### src/rtl/cu_pkg.sv
// Shared types and constants for the 3-stage DLX-style hardwired control unit.
package cu_pkg;

    // Opcodes (6-bit)
    localparam logic [5:0] OP_RTYPE = 6'h00;
    localparam logic [5:0] OP_ADDI  = 6'h08;
    localparam logic [5:0] OP_SUBI  = 6'h0A;
    localparam logic [5:0] OP_ANDI  = 6'h0C;
    localparam logic [5:0] OP_ORI   = 6'h0D;
    localparam logic [5:0] OP_NOP   = 6'h15;
    localparam logic [5:0] OP_LW    = 6'h23;
    localparam logic [5:0] OP_SW    = 6'h2B;

    // R-type function codes (low 6 bits of func)
    localparam logic [5:0] FN_ADD = 6'h20;
    localparam logic [5:0] FN_SUB = 6'h22;
    localparam logic [5:0] FN_AND = 6'h24;
    localparam logic [5:0] FN_OR  = 6'h25;

    typedef enum logic [1:0] {
        ALU_ADD = 2'b00,
        ALU_SUB = 2'b01,
        ALU_AND = 2'b10,
        ALU_OR  = 2'b11
    } alu_op_t;

    // Control word, MSB first in the same order as the datapath stages
    typedef struct packed {
        logic    rf1;
        logic    rf2;
        logic    en1;
        logic    s1;
        logic    s2;
        alu_op_t alu;
        logic    en2;
        logic    rm;
        logic    wm;
        logic    en3;
        logic    s3;
        logic    wf1;
    } cw_t;

    typedef enum logic [1:0] {
        ST1 = 2'd0,
        ST2 = 2'd1,
        ST3 = 2'd2
    } state_t;

    // Build the common ALU-instruction control word with a chosen B source and op
    function automatic cw_t alu_cw(input logic rf2, input logic s2, input alu_op_t op);
        cw_t cw;
        cw     = '0;
        cw.rf1 = 1'b1;
        cw.rf2 = rf2;
        cw.s2  = s2;
        cw.alu = op;
        cw.en2 = 1'b1;
        cw.en3 = 1'b1;
        cw.wf1 = 1'b1;
        return cw;
    endfunction

endpackage

### src/rtl/cu_decoder.sv
// Combinational opcode/func -> 13-bit control word lookup.
module cu_decoder
    import cu_pkg::*;
(
    input  logic [5:0] opcode,
    input  logic [5:0] func,
    output cw_t        cw
);

    // Table lookup; anything not listed (including NOP) yields an all-zero word
    always_comb begin
        // NOTE: every combinational output gets a default first so no path leaves it unassigned (no latch).
        cw = '0;
        unique case (opcode)
            OP_RTYPE: begin
                unique case (func)
                    FN_ADD:  cw = alu_cw(1'b1, 1'b0, ALU_ADD);
                    FN_SUB:  cw = alu_cw(1'b1, 1'b0, ALU_SUB);
                    FN_AND:  cw = alu_cw(1'b1, 1'b0, ALU_AND);
                    FN_OR:   cw = alu_cw(1'b1, 1'b0, ALU_OR);
                    default: cw = '0;
                endcase
            end
            OP_ADDI: cw = alu_cw(1'b0, 1'b1, ALU_ADD);
            OP_SUBI: cw = alu_cw(1'b0, 1'b1, ALU_SUB);
            OP_ANDI: cw = alu_cw(1'b0, 1'b1, ALU_AND);
            OP_ORI:  cw = alu_cw(1'b0, 1'b1, ALU_OR);
            OP_LW: begin
                cw    = alu_cw(1'b0, 1'b1, ALU_ADD);
                cw.rm = 1'b1;
                cw.s3 = 1'b1;
            end
            OP_SW: begin
                cw     = alu_cw(1'b1, 1'b1, ALU_ADD);
                cw.wm  = 1'b1;
                cw.wf1 = 1'b0;
            end
            default: cw = '0;
        endcase
    end

endmodule

### src/rtl/cu_fsm.sv
// Hardwired 3-state control unit: stage-1 bits come straight from the decoder,
// the full word is latched leaving ST1 and replayed stage by stage in ST2/ST3.
module cu_fsm
    import cu_pkg::*;
#(
    parameter int FUNC_SIZE    = 11,
    parameter int OP_CODE_SIZE = 6,
    parameter int CW_SIZE      = 11
) (
    input  logic                    clk,
    input  logic                    rst,
    input  logic [OP_CODE_SIZE-1:0] opcode,
    input  logic [FUNC_SIZE-1:0]    func,
    output logic                    rf1,
    output logic                    rf2,
    output logic                    en1,
    output logic                    s1,
    output logic                    s2,
    output logic                    alu1,
    output logic                    alu2,
    output logic                    en2,
    output logic                    rm,
    output logic                    wm,
    output logic                    en3,
    output logic                    s3,
    output logic                    wf1
);

    state_t state_q, state_d;
    cw_t    cw_q, cw_d;
    cw_t    dec_cw;
    cw_t    out_cw;

    // Upper func bits and CW_SIZE are deliberately ignored
    logic unused_bits;
    assign unused_bits = (^func[FUNC_SIZE-1:6]) ^ (CW_SIZE != 0);

    cu_decoder u_dec (
        .opcode (opcode[5:0]),
        .func   (func[5:0]),
        .cw     (dec_cw)
    );

    // Next state: fixed ST1->ST2->ST3 ring; capture the decoded word leaving ST1
    always_comb begin
        state_d = ST1;
        cw_d    = cw_q;
        unique case (state_q)
            ST1: begin
                state_d = ST2;
                cw_d    = dec_cw;
            end
            ST2:     state_d = ST3;
            ST3:     state_d = ST1;
            default: state_d = ST1;
        endcase
    end

    // State and control-word registers with synchronous reset
    always_ff @(posedge clk) begin
        // NOTE: sequential state uses non-blocking assignments; always_comb blocks use blocking.
        if (rst) begin
            state_q <= ST1;
            cw_q    <= '0;
        end else begin
            state_q <= state_d;
            cw_q    <= cw_d;
        end
    end

    // Per-state masking: only the active stage's bits leave the unit; reset blanks all
    always_comb begin
        out_cw = '0;
        if (!rst) begin
            unique case (state_q)
                ST1: begin
                    out_cw.rf1 = dec_cw.rf1;
                    out_cw.rf2 = dec_cw.rf2;
                    out_cw.en1 = dec_cw.en1;
                end
                ST2: begin
                    out_cw.s1  = cw_q.s1;
                    out_cw.s2  = cw_q.s2;
                    out_cw.alu = cw_q.alu;
                    out_cw.en2 = cw_q.en2;
                end
                ST3: begin
                    out_cw.rm  = cw_q.rm;
                    out_cw.wm  = cw_q.wm;
                    out_cw.en3 = cw_q.en3;
                    out_cw.s3  = cw_q.s3;
                    out_cw.wf1 = cw_q.wf1;
                end
                default: out_cw = '0;
            endcase
        end
    end

    assign rf1  = out_cw.rf1;
    assign rf2  = out_cw.rf2;
    assign en1  = out_cw.en1;
    assign s1   = out_cw.s1;
    assign s2   = out_cw.s2;
    assign alu1 = out_cw.alu[1];
    assign alu2 = out_cw.alu[0];
    assign en2  = out_cw.en2;
    assign rm   = out_cw.rm;
    assign wm   = out_cw.wm;
    assign en3  = out_cw.en3;
    assign s3   = out_cw.s3;
    assign wf1  = out_cw.wf1;

endmodule

### config.mk
export PLATFORM = sky130hd
export DESIGN_NAME = cu_fsm
export DESIGN_NICKNAME = d
export VERILOG_FILES = /design/src/rtl/cu_pkg.sv /design/src/rtl/cu_decoder.sv /design/src/rtl/cu_fsm.sv
export SDC_FILE = /design/constraint.sdc
export NUM_CORES = 1
export LEC_CHECK = 0
export ABC_AREA = 0
export CAP_MARGIN = 0
export CORE_MARGIN = 2
export CORE_UTILIZATION = 40
export DETAILED_ROUTE_END_ITERATION = 7
export DONT_BUFFER_PORTS = 1
export GPL_TIMING_DRIVEN = 0
export SETUP_SLACK_MARGIN = 0.5
export SYNTH_ARGS = -nofsm -noshare
export SYNTH_HDL_FRONTEND = slang
export SYNTH_SLANG_ARGS = --single-unit
### constraint.sdc
create_clock -name clk -period 1.4 [get_ports clk]
set_input_delay 0.14 -clock clk [delete_from_list [all_inputs] [get_ports clk]]
set_output_delay 0.14 -clock clk [all_outputs]
set_load 0.1 [all_outputs]
After elaboration in Yosys (flattened, before gate mapping). Index checks and enable logic that the tools add are counted.

Flip-flop bits (word level): 12. Bits in latches: 0. Bits in writable memories: 0. ROM bits: 0. Bits of input ports: 19. Output and inout port bits: 13. Logic and storage cells: 31. Memories kept: 0.

$add $sub $neg: 0. $mul: 0. Divide/modulo/power cells: 0. Order comparisons: 0. Eq/ne operators: 12. Shifts and indexed selects: 0. Muxes and demuxes: 7. Bitwise logic cells: 0. Reduce and logical (&&, ||, !) cells: 2.

Operator list (number): $pmux 13 s7 (1); $pmux 13 s4 (1); $eq 6x6->1 const B (6); $eq 6x4->1 const B (4); $mux 13 (1); $mux 5 (2); $logic_not 6->1 (1); $pmux 2 s2 (1); $mux 3 (1); $eq 2x1->1 const B (1); $eq 2x2->1 const B (1); $logic_not 2->1 (1).

Logic depth before layout (Yosys ltp). Gate-level depths: netlist of run 1.

Depth after elaboration: 5. Mapped depth: 4. Mapped depth without buffers: 4.

By module. From an unflattened synthesis of run 1, not the netlist that was laid out.

Cells, all modules: 98. Area total of the unflattened synthesis: 808.3 sq um.

By module, submodules not included: cu_fsm (instances 1, cells each 63, area each 555.5 sq um, seq. area each 240.2 sq um); cu_decoder (instances 1, cells each 35, area each 252.7 sq um, seq. area each 0.0 sq um).

Worst setup path before layout of run 1. Ideal clock, no wire load.

Kind: input-to-output. Start point: input opcode[3]. End point: output rf1. Arrival: 2.360 ns. Required time: 1.260 ns. Path slack: -1.100 ns. Cell stages on the path: 4. Buffers on the path: 0. Cell sequence: or4_4 nor4_4 nor2_2 nor2_1.

Cells in the longest elaborated chain, start to end: 4. Elaborated cells on any way between the ends: 10. Classes of those cells: 6 x eq/ne; 3 x mux; 1 x reduce/logical.

RTL lines: start: declaration (RTL line cu_fsm.sv:12) `input logic [OP_CODE_SIZE-1:0] opcode,`; $eq 6x6->1 (tied with other cells) (RTL line cu_decoder.sv:14) `unique case (opcode)`; $pmux 13 s7 * (RTL line cu_decoder.sv:14); $mux 3 * (RTL line cu_fsm.sv:75) `unique case (state_q)`; $mux 13 * (RTL line cu_fsm.sv:74) `if (!rst) begin`; end: declaration (RTL line cu_fsm.sv:14) `output logic rf1,`.

Mark *: on every way between the ends. The rest lies on a longest branch, timed or not.

Worst setup path after layout of run 1. Ends and elaborated chain as after synthesis.

==> flow_summary.yaml, run 1 <==
die:
  die_width_um: 41.93
  start_util_pct: 43.68
  fp.coreArea_um2: 1318
  ios: 32
  placementRows: 13
  dieArea_um2: 1758
  die_h_um: 41.93
timing:
  fin_ws_ns: -0.3370
  skew_ns: 0.0001916
  max_slew_margin_pct: 58.62
  rsz0062_at_grt: "yes"
  period_needed_ns: 1.737
  min_period_over_period_pct: 124.1
  setup_tns_ns: -2.113
  worst_pin_slew_ns: 0.6193
  slew_viol_final: 0
  max_freq_mhz: 575.7
  setup_viol: 10
  final_hold_viol_count: 0
cells_and_area:
  register_area_um2: 187.7
  multiInputGateArea_um2: 464.2
  fin_nets: 111
  drive_above_1_share_pct: 56.04
  area_growth_pct: 52.61
  final_cells: 106
  num_antenna_cells: 0
  fill_cells: 112
worst_hold_path:
  hold_class: "primary input to flop"
  min_path_cells: 2
route:
  first_pass_iters: 3
  route.vias.total: 583
  dr.first_iter.drc_count: 3
  drt_wl_total_um: 1394
  avgViaCountPerCell: 5.500
  wire_per_inst_um: 13.15
  drt_drc_violations_left: 0
  postRouteAntennaNets: 0
synth:
  synth_ff_type: "dfxtp_1"
  synthDistinctLibCells: 31
  yosysWarnings: 0
  synthTopCellsByArea: "dfxtp_1 (31%), and2_1 (8.7%), a21oi_1 (5.2%)"
  synthDominantCellAreaShare_pct: 31.30
  syn_avg_cell_area_um2: 7.994
  synthArstFlopShare_pct: 0
  syn_inst: 72
  yosys.area.top_type: "dfxtp_1"
  yosysSeqAreaShare_pct: 31.30
  synth_enable_flop_cells: 0
  synth_area_um2: 575.6
  ys_seq_elements: 9
global_route:
  antenna_found_initial: 0
  grt_max_degree: 11
  grt_pass1_wl_um: 2173
  track_usage_pct: 16.59
  grt-ovfl-total: 0
  grt_pass1_vias: 516
worst_setup_path:
  end_kind: "output port"
  worst_ep_arrival_time_ns: 1.60
  reg2reg_depth: 3
  startpoint_type: "primary input"
  cp_data_required_time_ns: 1.26
  path_max_fanout: 6
  crit_type: "primary input to output port"
power:
  p_seq_share_pct: 40.8
  powerDensity_nw_per_um2: 795.0
  p_comb_share_pct: 30.7
  p_int_uw: 478.3
  netSwitchingFraction_pct: 31.50
  p_clk_share_pct: 28.5
  p_sw_uw: 220.0
  p_leak_nw: 0.3388
  peakVddDrop_mv: 0.4688
place:
  dp_hpwl_um: 907.8
  place_inst: 88
  place_congestion: 0.7195
  port_buffers: 0
clocking:
  cts.sinks: 9
  clockBufferDepth: 2
  path_clk_slew_ns: 0.06
  cts_tree: "yes"
  hold_buffers: 0
  htree_levels: 1
  cts-root-buf: "clkbuf_4"
  clk_latency_ns: 0.26
  cts_buffers: 3
run_status:
  violations: "negative setup slack"
  status: "complete, but fails checks"
run:
  cap_violations: 0
## worst paths after layout
| check | from | to | slack, ns |
|---|---|---|---|
| worst min-delay path | opcode[3] | cw_q[3] | 0.03 |
| worst max-delay path | opcode[3] | rf1 | -0.34 |
| worst min register to register | cw_q[4] | cw_q[4] | 0.46 |
| worst max register to register | state_q[1] | cw_q[7] | 0.23 |
## worst max-delay path, stage by stage
cell    delay (ns)
or4_4         0.53
nor4_4        0.31
nor2_2        0.11
nor2_4        0.49
## final cells by class
class,instances,area share [%]
clock buffer,4,2.991
timing repair buffer,14,14.96
tap,15,2.137
inverter,2,0.8547
buffer,4,4.843
sequential,9,21.37
multi-input combinational,58,52.85
## metrics by stage
stage / util (%) / instance area, um2 / hold WS [ns] / power [mW] / worst slack (ns)
6_report: 66.67 / 878.3 / 0.02724 / 0.6983 / -0.3370
5_1_grt: 66.67 / 878.3 / 0.03057 / 0.7372 / -0.3974
4_1_cts: 61.16 / 805.8 / 0.02721 / 0.6662 / -0.3649
3_5_place_dp: 52.33 / 689.4 / 0.3047 / 0.4373 / -0.3696
3_3_place_gp: 52.33 / 689.4 / 0.3044 / 0.4369 / -0.3710
2_1_floorplan: - / 670.6 / 0.2875 / 0.4216 / -0.2996
## layout by cell type (no fill, tap or decap), types with 2 or more instances in the layout
cell	count
buf_6	7
nor2_4	3
a21oi_1	5
conb_1	2
dfxtp_4	2
nor3b_4	2
nand3b_1	2
nor3_1	3
and2_4	8
nand2_1	5
nor2_1	4
buf_4	9
clkbuf_4	4
dfxtp_1	7
nand2b_1	2
## power by group through the flow
stage	logic, mW	registers [mW]	clock network [mW]
detailed placement	0.147	0.290	0
global placement	0.147	0.290	0
global route	0.229	0.287	0.221
finish	0.214	0.285	0.199
CTS	0.178	0.286	0.203
floorplan	0.134	0.288	0
## flip-flops by register name (all words and copies together) (netlist names)
name,flops
state_q,2
cw_q,7
## what timing repair did
| item | CTS | global route |
|---|---|---|
| setup endpoints to repair | 19 | 19 |
| gates resized for setup | 10 | 7 |
| setup buffers | 7 | 7 |
| pin swaps | 9 | 7 |
| cloned | 0 | 0 |
## per-layer routing
metal  vias to the layer above  global-route usage [%]  share of wire (%)
met4                         0                   13.55                3.3
met2                        26                   24.06                 50
met3                         5                   3.478                6.1
met1                       260                   20.79                 40
li1                        292                       -                  -
met5                         -                       0                  0
## kinds of logic (layout without fill, tap and decap cells)
kind of cell | after synthesis | count (layout) | synth area share, %
AO/OA/AOI/OAI | 13 | 13 | 14.57
other | 1 | 2 | 0.6515
multiplexers | 2 | 2 | 3.913
flip-flops | 9 | 9 | 31.30
buffers and inverters | 6 | 24 | 5.869
AND/OR/NAND/NOR | 41 | 41 | 43.70
## Yosys cell counts, drive strengths merged, types with 3 or more instances
library cell / count
a21oi: 6
nor2: 8
buf: 3
nand2: 6
nor3: 3
dfxtp: 9
and2: 8
Note: power is estimated with default switching activity, not from simulation.
==> run 2: changes to the inputs <==
--- a/config.mk
+++ b/config.mk
@@ -16,3 +16,4 @@
 export SYNTH_ARGS = -nofsm -noshare
 export SYNTH_HDL_FRONTEND = slang
 export SYNTH_SLANG_ARGS = --single-unit
+export TNS_END_PERCENT = 10
==> flow_summary.yaml, run 2 (synthesized netlist as in run 1, its figures left out) <==
timing:
  rsz0062_at_grt: "yes"
  final_hold_viol_count: 0
  max_slew_margin_pct: 58.75
  fin_ws_ns: -0.4208
  max_freq_mhz: 549.2
  slew_viol_final: 0
  period_needed_ns: 1.821
  setup_viol: 9
  min_period_over_period_pct: 130.1
  skew_ns: 0.003804
  worst_pin_slew_ns: 0.6173
clocking:
  cts_buffers: 3
  clockBufferDepth: 2
  cts.sinks: 9
  cts_tree: "yes"
  clk_latency_ns: 0.26
  htree_levels: 1
  cts-root-buf: "clkbuf_4"
  path_clk_slew_ns: 0.07
worst_hold_path:
  min_path_cells: 2
  hold_start: "opcode[3]"
  hold_class: "primary input to flop"
  worstHoldEndpoint: "cw_q[3]"
cells_and_area:
  largest-register: "cw_q"
  final_common_cell: "and2_4"
  num_antenna_cells: 0
  fin_nets: 101
  largest_reg_flops: 7
  mostFrequentLayoutCells: "and2_4 (8), dfxtp_1 (7), nand2_1 (6)"
  top_regs: "cw_q x7, state_q x2"
  fin_area_um2: 752.0
  drive_above_1_share_pct: 43.21
  area_growth_pct: 30.65
  final_cells: 96
worst_setup_path:
  r2r-start: "state_q[0]"
  cp_data_required_time_ns: 1.26
  reg2reg_depth: 5
  crit_chain: "or3_1, nor2_4"
  worstReg2RegEnd: "cw_q[0]"
  crit_type: "flop to output port"
  crit_slowest_cell: "nor2_4"
  end_kind: "output port"
  reg2reg_slack_ns: 0.06
  cp_slowest_stage_delay_ns: 0.55
  path_max_fanout: 4
  startpoint_type: "flop"
  worst_ep_arrival_time_ns: 1.68
route:
  route.vias.total: 542
  drt_drc_violations_left: 0
  dr.first_iter.drc_count: 6
  wire_per_inst_um: 13.54
  first_pass_iters: 3
  postRouteAntennaNets: 0
  avgViaCountPerCell: 5.646
  drt_wl_total_um: 1300
run_status:
  violations: "negative setup slack"
  status: "complete, but fails checks"
place:
  dp_hpwl_um: 943.5
  place_inst: 88
  port_buffers: 0
  place_area_um2: 618.1
  place_congestion: 0.6954
die:
  placementRows: 13
  fp.coreArea_um2: 1318
  dieArea_um2: 1758
  die_h_um: 41.93
  die_width_um: 41.93
  ios: 32
  start_util_pct: 43.68
global_route:
  grt_pass1_vias: 522
  grt-ovfl-total: 0
  antenna_found_initial: 0
  grt_pass1_wl_um: 2152
  grt_max_degree: 11
  track_usage_pct: 15.96
power:
  powerDensity_nw_per_um2: 865.6
  peakVddDrop_mv: 0.4257
  p_leak_nw: 0.2764
run:
  cap_violations: 0
## run 2: worst max-delay path by stage
| stage | slack [ns] | end | startpoint | cells after the start |
|---|---|---|---|---|
| after detailed placement | -0.41 | s3 | rst | 4 |
| final | -0.42 | rf1 | state_q[0] | 2 |
| after global placement | -0.45 | s3 | rst | 4 |
| after CTS | -0.40 | rf1 | state_q[1] | 2 |
| after global routing | -0.45 | rf1 | opcode[3] | 4 |
| after floorplan | -0.30 | rf1 | opcode[3] | 4 |
## run 2: what timing repair did
action                                 4_1_cts  5_1_grt
buffers inserted                             2        2
endpoints found under the hold margin        0        0
cloned                                       0        0
gates resized for setup                     24        6
setup endpoints to repair                   20       20
pin swaps                                    8        1
hold buffers                                 0        0
## run 2: per-stage QoR
step | TNS [ns] | hold slack, ns | util (%) | setup WS (ns) | total power [mW]
2_1_floorplan | -1.973 | 0.2875 | - | -0.2996 | 0.4036
3_3_place_gp | -3.590 | 0.3043 | 46.91 | -0.4524 | 0.4185
3_5_place_dp | -3.490 | 0.3055 | 46.91 | -0.4052 | 0.4204
4_1_cts | -2.106 | 0.03310 | 54.51 | -0.4004 | 0.6392
5_1_grt | -2.125 | 0.06363 | 57.07 | -0.4523 | 0.6789
6_report | -1.610 | 0.03267 | 57.07 | -0.4208 | 0.6509
## run 2: power breakdown
group | leakage (nW) | internal [mW] | switching [mW] | total (mW)
combinational | 0.184 | 0.0576 | 0.105 | 0.163
clock | 0.0177 | 0.106 | 0.100 | 0.206
sequential | 0.0748 | 0.270 | 0.0123 | 0.282
## run 2: critical path: cells and delay by family (launching register included)
kind	cells	cell delay, ns
DFF	1	0.36
and+or+nand+nor	2	1.06
## run 2: final cells by class
class,instances,area [um2]
fillers,128,565.5
multi-input cells,58,434.2
flip-flops and latches,9,187.7
plain buffers,4,38.79
repair buffers,4,37.54
clock buffers,3,22.52
well taps,15,18.77
inverters,2,7.507
clock inverters,1,5.005
## run 2: routing by layer
layer | vias to the layer above | wire length [um] | global-route usage (%)
met2 | 30 | 637 | 25.94
met1 | 241 | 527 | 19.21
met3 | 2 | 123 | 4.348
met4 | 0 | 12 | 7.742
met5 | - | 0 | 0
li1 | 269 | - | -
